--- config.mk ---
export PLATFORM = sky130hd
export DESIGN_NAME = gray_sweep_ctrl
export DESIGN_NICKNAME = d
export VERILOG_FILES = /design/src/rtl/gray_sweep_ctrl.sv
export SDC_FILE = /design/constraint.sdc
export NUM_CORES = 1
export LEC_CHECK = 0
export ABC_AREA = 1
export BUFFER_PORTS_ARGS = -buffer_cell sky130_fd_sc_hd__buf_2
export CORE_ASPECT_RATIO = 0.75
export CORE_MARGIN = 1.5
export CORE_UTILIZATION = 33
export DETAILED_ROUTE_END_ITERATION = 12
export SKIP_CTS_REPAIR_TIMING = 1
export SYNTH_ARGS = -nofsm -noshare
export SYNTH_HDL_FRONTEND = slang
export SYNTH_SLANG_ARGS = --single-unit
--- constraint.sdc ---
create_clock -name clk -period 1.6 [get_ports clk]
set_input_delay 0.08 -clock clk [delete_from_list [all_inputs] [get_ports clk]]
set_output_delay 0.08 -clock clk [all_outputs]
set_load 0.02 [all_outputs]
--- src/rtl/gray_sweep_ctrl.sv ---
// gray_sweep_ctrl: sweeps a binary index from first to last (up or down) and
// presents each index with its Gray code under a valid/ready handshake.
//
// state  | meaning
// -------+---------------------------------------------------------------
// S_IDLE | waiting for start; b/g/cnt hold the result of the last sweep
// S_RUN  | valid word on b/g; steps on each accepted beat until last_l
// S_DONE | one-cycle done pulse after the final word was accepted
module gray_sweep_ctrl #(
  parameter int W = 4
) (
  input  logic         clk,
  input  logic         rst,
  input  logic         start,
  input  logic [W-1:0] first,
  input  logic [W-1:0] last,
  input  logic         abort,
  input  logic         ready,
  output logic         valid,
  output logic [W-1:0] b,
  output logic [W-1:0] g,
  output logic         busy,
  output logic         done,
  output logic [W:0]   cnt
);

  typedef enum logic [1:0] {
    S_IDLE = 2'd0,
    S_RUN  = 2'd1,
    S_DONE = 2'd2
  } state_t;

  localparam logic [W-1:0] ONE_B = {{(W-1){1'b0}}, 1'b1};
  localparam logic [W:0]   ONE_C = {{W{1'b0}}, 1'b1};

  state_t       r_state;
  logic [W-1:0] r_last;
  logic         r_dir_dn;
  logic         r_valid;
  logic [W-1:0] r_b;
  logic [W-1:0] r_g;
  logic         r_busy;
  logic         r_done;
  logic [W:0]   r_cnt;

  logic         w_hs;
  logic [W-1:0] w_b_next;
  logic [W-1:0] w_g_next;
  logic [W-1:0] w_g_first;

  function automatic logic [W-1:0] gray(input logic [W-1:0] x);
    return x ^ (x >> 1);
  endfunction

  // Handshake and next-index datapath; gray of the stepped index is ready
  // in the same edge that b moves.
  always_comb begin
    w_hs      = r_valid & ready;
    w_b_next  = r_dir_dn ? (r_b - ONE_B) : (r_b + ONE_B);
    w_g_next  = gray(w_b_next);
    w_g_first = gray(first);
  end

  // Sweep sequencer with registered outputs; abort wins over completion.
  always_ff @(posedge clk) begin
    if (rst) begin
      r_state  <= S_IDLE;
      r_last   <= '0;
      r_dir_dn <= 1'b0;
      r_valid  <= 1'b0;
      r_b      <= '0;
      r_g      <= '0;
      r_busy   <= 1'b0;
      r_done   <= 1'b0;
      r_cnt    <= '0;
    end else begin
      case (r_state)
        S_IDLE: begin
          r_done <= 1'b0;
          if (start) begin
            r_last   <= last;
            r_dir_dn <= (last < first);
            r_b      <= first;
            r_g      <= w_g_first;
            r_cnt    <= '0;
            r_valid  <= 1'b1;
            r_busy   <= 1'b1;
            r_state  <= S_RUN;
          end
        end
        S_RUN: begin
          if (abort) begin
            if (w_hs) r_cnt <= r_cnt + ONE_C;
            r_valid <= 1'b0;
            r_busy  <= 1'b0;
            r_state <= S_IDLE;
          end else if (w_hs) begin
            r_cnt <= r_cnt + ONE_C;
            if (r_b == r_last) begin
              r_valid <= 1'b0;
              r_done  <= 1'b1;
              r_state <= S_DONE;
            end else begin
              r_b <= w_b_next;
              r_g <= w_g_next;
            end
          end
        end
        S_DONE: begin
          r_done  <= 1'b0;
          r_busy  <= 1'b0;
          r_state <= S_IDLE;
        end
        default: begin
          r_valid <= 1'b0;
          r_busy  <= 1'b0;
          r_done  <= 1'b0;
          r_state <= S_IDLE;
        end
      endcase
    end
  end

  assign valid = r_valid;
  assign b     = r_b;
  assign g     = r_g;
  assign busy  = r_busy;
  assign done  = r_done;
  assign cnt   = r_cnt;

endmodule

==> results of run 1 <==
-- cells in the mapped netlist, drive strengths merged --
| library cell | number | area, µm² |
|---|---|---|
| nand2 | 45 | 189 |
| nor2 | 26 | 103 |
| inv | 23 | 86.3 |
| dfxtp | 22 | 440 |
| o21ai | 22 | 125 |
| a21oi | 16 | 83.8 |
| ha | 6 | 75.1 |
| nand3 | 5 | 25.0 |
| nor3 | 5 | 25.0 |
| buf | 4 | 21.3 |
| o21bai | 2 | 15.0 |
| xnor2 | 2 | 17.5 |
| and2 | 1 | 6.26 |
| and3 | 1 | 6.26 |
| clkbuf | 1 | 3.75 |
| clkinv | 1 | 8.76 |
| fa | 1 | 20.0 |
| nor4 | 1 | 6.26 |
| o211a | 1 | 10.0 |
| o21a | 1 | 7.51 |
| o22ai | 1 | 6.26 |
| or2 | 1 | 6.26 |
-- per-stage QoR --
step	power, µW	hold slack (ps)	TNS (ps)	area, µm²	instances
2_1_floorplan	901	159	-53.7	1290	188
3_3_place_gp	1030	324	0	1540	272
3_5_place_dp	1040	325	-4.56	1540	272
4_1_cts	1380	43.6	-43.3	1580	275
5_1_grt	1510	60.9	-26.6	1640	275
6_report	1410	47.7	0	1640	275
-- power by group through the flow --
| stage | Combinational, µW | Clock [µW] | Sequential [µW] |
|---|---|---|---|
| detailed placement | 409 | 0 | 627 |
| finish | 448 | 345 | 619 |
| floorplan | 240 | 0 | 661 |
| global route | 504 | 385 | 625 |
| CTS | 412 | 358 | 614 |
| global placement | 406 | 0 | 626 |
-- cells in the final DEF, fill, tap and decap left out, drive strengths merged, types with 3 or more instances in the layout --
cell     n
inv     23
nand3    5
nand2   45
ha       6
nor2    26
dfxtp   22
clkbuf   3
o21ai   22
buf     37
nor3     5
a21oi   16
-- worst max-delay path by stage --
stage / from / end / slack, ps / cells after the start
after floorplan: b[0] / g[1] / -50 / 8
after global placement: r_dir_dn / g[2] / 40 / 9
after detailed placement: r_dir_dn / g[1] / -5 / 9
after CTS: r_dir_dn / g[1] / -20 / 9
after global routing: b[1] / g[2] / -20 / 10
final: r_dir_dn / g[3] / 80 / 9
-- flip-flops by register name (all words and copies together), names as in the netlist --
register / flops
busy: 1
b: 3
r_dir_dn: 1
cnt: 5
r_last: 4
g: 4
r_state: 2
done: 1
valid: 1
-- area by class of cell --
type	count	area, µm²
fill	422	2070
sequential	22	448
tap	52	65.1
timing repair buffer	37	208
multi-input combinational	137	785
clock buffer	3	41.3
inverter	24	95.1
-- routing by layer --
| layer | GRT usage (%) | up-vias | wire length (µm) |
|---|---|---|---|
| met5 | 0 | - | 0 |
| met2 | 23.1 | 24 | 1410 |
| met1 | 23.6 | 565 | 1630 |
| met4 | 2.86 | 0 | 10 |
| li1 | - | 676 | - |
| met3 | 4.06 | 2 | 115 |
-- cells by family (layout without fill, tap and decap cells) --
logic type                 Yosys count  count (layout)  share of synthesized area, %
DFF                                 22              22                          34.2
AOI/OAI and AO/OA                   43              43                          19.2
buffers and inverters               29              64                          9.33
adders and majority gates            7               7                          7.39
xor gates and xnor gates             2               2                          1.36
and+or+nand+nor                     85              85                          28.5
==> metrics, run 1 <==
Slew headroom between 80% and 90%; Final Critical Period between 1500 and 2000 ps; # clock sinks 22; WL final 3.17 mm; Max-cap violations 0; CP Cell Sequence ha_4 -> or2_4 -> nand2_1 -> nand2_2 -> and2_4 -> nand2_1 -> o21ai_0 -> nor2_1 -> nor2_1; DP Wirelength 2.39 mm; Skew-Pair Late Insertion Delay roughly 260 ps; sw frac between 30% and 40%; reg2reg start r_dir_dn; final worst slack 77.6 ps; r2r setup slk between 70 and 80 ps; syn_area_per_cell roughly 6.8 µm²; IO Count 29; first-pass GRT wire length roughly 5.2 mm; count of pins over their slew limit 0; GR Util All Layers ~16%; crit path buf inv count 0; crit-path max cell delay around 400 ps; remaining global-route overflow 0; total CTS buffers 3; DR WL/cell about 12 µm; RR Endpoint g[3]; via/cell ratio about 4.6; clk slew on worst S/H paths around 80 ps; fmax 0.657 GHz; CORE AREA around 3700 µm²; critical path's top delay family simple AND/OR/NAND/NOR gates; Gate power share roughly a third; Synth Register Bits 22; Setup CP Type reg -> reg; DR pass1 iterations 4; Initial Utilization a little over a third; GP Congestion 0.833; Post-DRT Antenna Nets 0; unrepaired setup endpoints after global routing yes; fin crit share between 90% and 100%; initial antenna violation count 0; Clk network pwr share 24.5%; cell count of the worst reg-to-reg path 9; Yosys cell types 31; min-delay worst type in -> reg; Layout area overhead 27.5%; CTS tree done; die width 75.1 µm; number of diodes 0; Final Hold Viols 0; Final setup viols 0; Final Util between 40% and 50%; Row Count 19; synth warn 0; pre-CTS setup slack -4.56 ps; worst path required time around 1800 ps; die area around 4300 µm²; DR DRC count 0; hold depth 2; Die Ht 57.1 µm; Max rail drop VDD 0.000489 V; register area share after synthesis around 34%; WHS Endpoint r_state[1]; Max Clock Skew 1.65 ps; Net Switching approximately 470 µW; Clock Path Buffers 2; CP arrival between 1500 and 2000 ps; status completed; Layout Nets ~250; type of origin of the critical path flop; Crit. End Element flop; Vias between 1000 and 1500; IO buf count 28; layout cell share with drive strength beyond 1 30.5%; H-Tree Depth 1; Cell Pwr Density 860 nW/µm²; Synth Instances ~190; Syn Nets about 210; Worst-Margin Slew between 200 and 300 ps; Slowest-stage cell, CP dfxtp_4; Int Power between 900 and 1000 µW; largest net degree at the start of global routing 16; DRT iter0 DRCs 81; Root Driver clkbuf_8; Crit Path Max Fanout 4; leakage about 0.00078 µW; vias in the first global route between 1000 and 1500; worst hold start abort; power share of the sequential group 43.8%; Post-Syn Area 1290 µm²
No activity file was read; power rests on OpenSTA's default activity.
==> run 2, diff against run 1 <==
--- a/config.mk
+++ b/config.mk
@@ -9,8 +9,9 @@
 export BUFFER_PORTS_ARGS = -buffer_cell sky130_fd_sc_hd__buf_2
 export CORE_ASPECT_RATIO = 0.75
 export CORE_MARGIN = 1.5
-export CORE_UTILIZATION = 33
+export CORE_UTILIZATION = 48
 export DETAILED_ROUTE_END_ITERATION = 12
+export PLACE_DENSITY = 0.75
 export SKIP_CTS_REPAIR_TIMING = 1
 export SYNTH_ARGS = -nofsm -noshare
 export SYNTH_HDL_FRONTEND = slang
==> run 2 against run 1 <==
Effect of this change: clock power shrank 9.0%; first-iteration DRC count shrank 38%; critical path type unchanged; clock-buffer cell count grew 1; critical endpoint is now g[2]; worst hold slack lost 26 ps; highest routed layer unchanged.
==> metrics, run 2 (synthesized netlist as in run 1, its figures left out) <==
# clock sinks 22; Max Clock Skew around 4.3 ps; Design Area, Final 1640 µm²; RR Endpoint g[2]; Root Driver clkbuf_4; DR WL/cell ~12 µm; layout cell share with drive strength beyond 1 between 30% and 40%; Slew headroom a little over four fifths; Final Util between 60% and 70%; Max-cap violations 0; fin crit share a little under 100%; H-Tree Depth 1; Layout Nets ~250; Clock Path Buffers 2; DRT iter0 DRCs 50; Crit Path Max Fanout 3; Final Hold Viols 0; initial antenna violation count 0; Vias between 1000 and 1500; area of the multi-input gates approximately 790 µm²; worst hold start rst; WL final just over 3 mm; FF/Latch Area about 450 µm²; Initial Utilization about half; Cell Pwr Density 852 nW/µm²; Hold WS 21.2 ps; DR pass1 iterations 4; fmax about 0.64 GHz; most frequent cells in the layout 38 x nand2_1, 28 x buf_2, 24 x nor2_1, 20 x inv_1, 17 x dfxtp_1; GP Congestion between 0.7 and 0.8; vias in the first global route roughly 1000; Skew-Pair Late Insertion Delay ~310 ps; commonest non-fill, non-tap cell in the layout nand2_1; Worst-Margin Slew 244 ps; Row Count 16; Layout area overhead 27.1%; CORE AREA around 2600 µm²; worst path required time ~1800 ps; Final Critical Period between 1500 and 2000 ps; Final setup viols 0; DR DRC count 0; status completed; IO buf count 28; die width 62.8 µm; Placed Area approximately 1500 µm²; DP Wirelength approximately 2.3 mm; largest net degree at the start of global routing 16; first-pass GRT wire length slightly below 5 mm; CP arrival roughly 1800 ps; total power draw ~1400 µW; remaining global-route overflow 0; type of origin of the critical path flop; Filler cells about 240; count of pins over their slew limit 0; cell count of the worst reg-to-reg path 9; via/cell ratio slightly below 5; total CTS buffers 3; Post-DRT Antenna Nets 0; IO Count 29; Die Ht 47.9 µm; leakage 0.000786 µW; GR Util All Layers 20.9%; clk slew on worst S/H paths around 130 ps; number of diodes 0; die area approximately 3000 µm²; CTS tree done; Max rail drop VDD about 0.00053 V; Setup CP Type reg -> reg; min-delay worst type in -> reg; hold depth 2; Crit. End Element flop; Largest register FFs 5; r2r setup slk 40 ps; reg2reg start r_dir_dn; unrepaired setup endpoints after global routing yes; WHS Endpoint b[0]
[run 2: critical path: stages (launching register included)]
cell	delay, ps
dfxtp_2	390
inv_2	50
fa_2	350
xnor2_2	220
buf_4	160
nand3_2	50
nand2_1	60
nor2_1	40
nor2_1	100
nor2_1	50
[run 2: stage by stage]
stage / setup TNS [ps] / setup slack, ps / instances
6_report: 0 / 43.0 / 262
4_1_cts: -59.3 / -59.3 / 260
2_1_floorplan: -53.7 / -53.7 / 188
3_3_place_gp: -28.8 / -28.8 / 256
5_1_grt: -50.5 / -25.2 / 262
3_5_place_dp: -53.6 / -53.6 / 256
[run 2: worst max path at each step]
| stage | startpoint | to | slack, ps | cells after the start |
|---|---|---|---|---|
| 3_5_place_dp | b[0] | g[1] | -50 | 8 |
| 3_3_place_gp | b[0] | g[1] | -30 | 8 |
| 4_1_cts | b[0] | g[1] | -60 | 8 |
| 6_report | r_dir_dn | g[2] | 40 | 9 |
| 2_1_floorplan | b[0] | g[1] | -50 | 8 |
| 5_1_grt | r_dir_dn | g[3] | -30 | 11 |
[run 2: cell type report]
cell class,count,area share [%]
Tap cell,36,2.75
Timing Repair Buffer,39,13.8
Multi-Input combinational cell,137,48.2
Inverter,24,5.81
Clock buffer,4,2.22
Sequential cell,22,27.3
[run 2: power by group]
part	leakage [µW]	switching (µW)	internal (µW)
Clock	0.0000210	175	139
Sequential	0.000183	29.8	589
Combinational	0.000582	272	189
[run 2: metal layers]
metal | wire (µm) | global-route usage (%)
met1 | 1600 | 29.6
met2 | 1300 | 33.5
met3 | 119 | 5.41
met4 | 10 | 2.67
met5 | 0 | 0
==> run 3, diff against run 2 <==
==> constraint.sdc (replaced) <==
create_clock -name clk -period 1.6 [get_ports clk]
set_input_delay 0.08 -clock clk [delete_from_list [all_inputs] [get_ports clk]]
set_output_delay 0.08 -clock clk [all_outputs]
set_load 0.01 [all_outputs]
==> run 3 against run 2 <==
Effect of this change: critical path depth up 1; utilization down 0.68 points; total power down 2.9%; clock-buffer cell count unchanged; final cell count down 0.38%; first-iteration DRC count down 6.0%; sequential share of layout area up 0.30 points; largest power group unchanged; highest routed layer unchanged.
==> metrics, run 3 (synthesized netlist as in run 1, its figures left out) <==
status completed; Clock Path Buffers 2; crit path buf inv count 1; min-delay worst type in -> reg; IO buf count 28; DR DRC count 0; cell count of the worst reg-to-reg path 10; r2r setup slk about 67 ps; critical path's top delay family simple AND/OR/NAND/NOR gates; die width roughly 63 µm; hold depth 2; Initial Utilization roughly half; count of pins over their slew limit 0; Setup CP Type reg -> reg; vias in the first global route 1006; crit-path max cell delay 380 ps; first-pass GRT wire length around 4.5 mm; Post-DRT Antenna Nets 0; worst hold start rst; Layout Nets between 200 and 250; worst path required time about 1800 ps; GR Util All Layers 19.8%; WL final between 2 and 3 mm; remaining global-route overflow 0; DR WL/cell 11.1 µm; Cell Pwr Density approximately 840 nW/µm²; unrepaired setup endpoints after global routing yes; initial antenna violation count 0; setup_tns 0 ps; via/cell ratio a little under 5; Vias around 1300; number of diodes 0; reg2reg start r_dir_dn; Layout area overhead 25.8%; fin cells between 200 and 300; Max rail drop VDD just under 0.0006 V; Max-cap violations 0; Cells after DPL approximately 250; Crit Path Max Fanout 3; Die Ht between 40 and 50 µm; leakage 0.000779 µW; # clock sinks 22; CTS tree done; Largest register FFs 5; Root Driver clkbuf_4; H-Tree Depth 1; Slew headroom between 70 and 80%; GP Congestion 0.822; RR Endpoint g[3]; Final Critical Period about 1500 ps; DRT iter0 DRCs 47; die area between 3000 and 4000 µm²; commonest non-fill, non-tap cell in the layout nand2_1; clk slew on worst S/H paths approximately 130 ps; Skew-Pair Late Insertion Delay between 300 and 400 ps; fmax around 0.65 GHz; Max Clock Skew about 3.2 ps; DR pass1 iterations 4; IO Count 29; total CTS buffers 3; fin crit share 95.8%; Worst-Margin Slew roughly 340 ps; largest net degree at the start of global routing 16; DP Wirelength between 2 and 2.5 mm; type of origin of the critical path flop; layout cell share with drive strength beyond 1 ~29%; Final setup viols 0; CP arrival about 1800 ps; CORE AREA between 2000 and 3000 µm²; CP Cell Sequence buf_4 -> ha_4 -> nand2_1 -> nand2_2 -> nand3_2 -> and2_4 -> nand2_1 -> o21ai_1 -> nor2_1 -> nor2_1; Final Hold Viols 0; WHS Endpoint b[0]; Crit. End Element flop; Row Count 16; Slowest-stage cell, CP dfxtp_4; most frequent cells in the layout 40 x nand2_1, 28 x buf_2, 24 x nor2_1, 21 x inv_1, 19 x dfxtp_1
## run 3: cell types whose count changed in the layout (fill, tap and decap cells not counted), moves of 2 or more
| cell | before | now |
|---|---|---|
| dfxtp_1 | 17 | 19 |
| nand2_2 | 5 | 3 |
| dfxtp_2 | 5 | 2 |
| nand2_1 | 38 | 40 |
## run 3: worst max path at each step
stage | endpoint | slack [ps] | from | depth (start not counted)
2_1_floorplan | g[3] | 4 | b[2] | 9
3_3_place_gp | g[1] | 30 | r_dir_dn | 8
3_5_place_dp | g[1] | 20 | r_dir_dn | 8
4_1_cts | g[1] | -4 | r_dir_dn | 8
5_1_grt | g[3] | -50 | r_dir_dn | 11
6_report | g[3] | 70 | r_dir_dn | 10
## run 3: worst register-to-register path, cell delays in order, from the launching register on
cell,delay (ps)
dfxtp_4,380
buf_4,150
ha_4,250
nand2_1,50
nand2_2,80
nand3_2,80
and2_4,170
nand2_1,60
o21ai_1,60
nor2_1,120
nor2_1,50
## run 3: area by class of cell
cell class,count,area [µm²]
Clock buffer,4,36.3
Multi-Input combinational cell,137,778
Tap cell,36,45.0
Fill cell,254,963
Inverter,24,95.1
Timing Repair Buffer,38,218
Sequential cell,22,447
## run 3: where the power goes
part | switching (µW) | internal [µW]
clock | 175 | 139
combinational | 240 | 184
sequential | 27.0 | 588
total | 443 | 911
## run 3: through the flow
stage | hold WS, ps | worst slack (ps) | area [µm²] | power (µW) | util (%)
after floorplan | 159 | 4.11 | 1300 | 885 | -
after global placement | 312 | 31.4 | 1510 | 1000 | 58.4
after detailed placement | 315 | 19.4 | 1510 | 1000 | 58.4
after CTS | -32.9 | -4.12 | 1550 | 1320 | 59.8
after global routing | 5.79 | -53.2 | 1620 | 1450 | 62.7
final | 8.62 | 66.6 | 1620 | 1350 | 62.7
## run 3: routing by layer
| layer | GRT usage (%) | vias to the layer above | part of all wire, % |
|---|---|---|---|
| met5 | 0 | - | 0 |
| met4 | 5.33 | 0 | 0.52 |
| li1 | - | 683 | - |
| met1 | 27.6 | 543 | 53 |
| met2 | 31.6 | 25 | 41 |
| met3 | 4.47 | 2 | 4.8 |
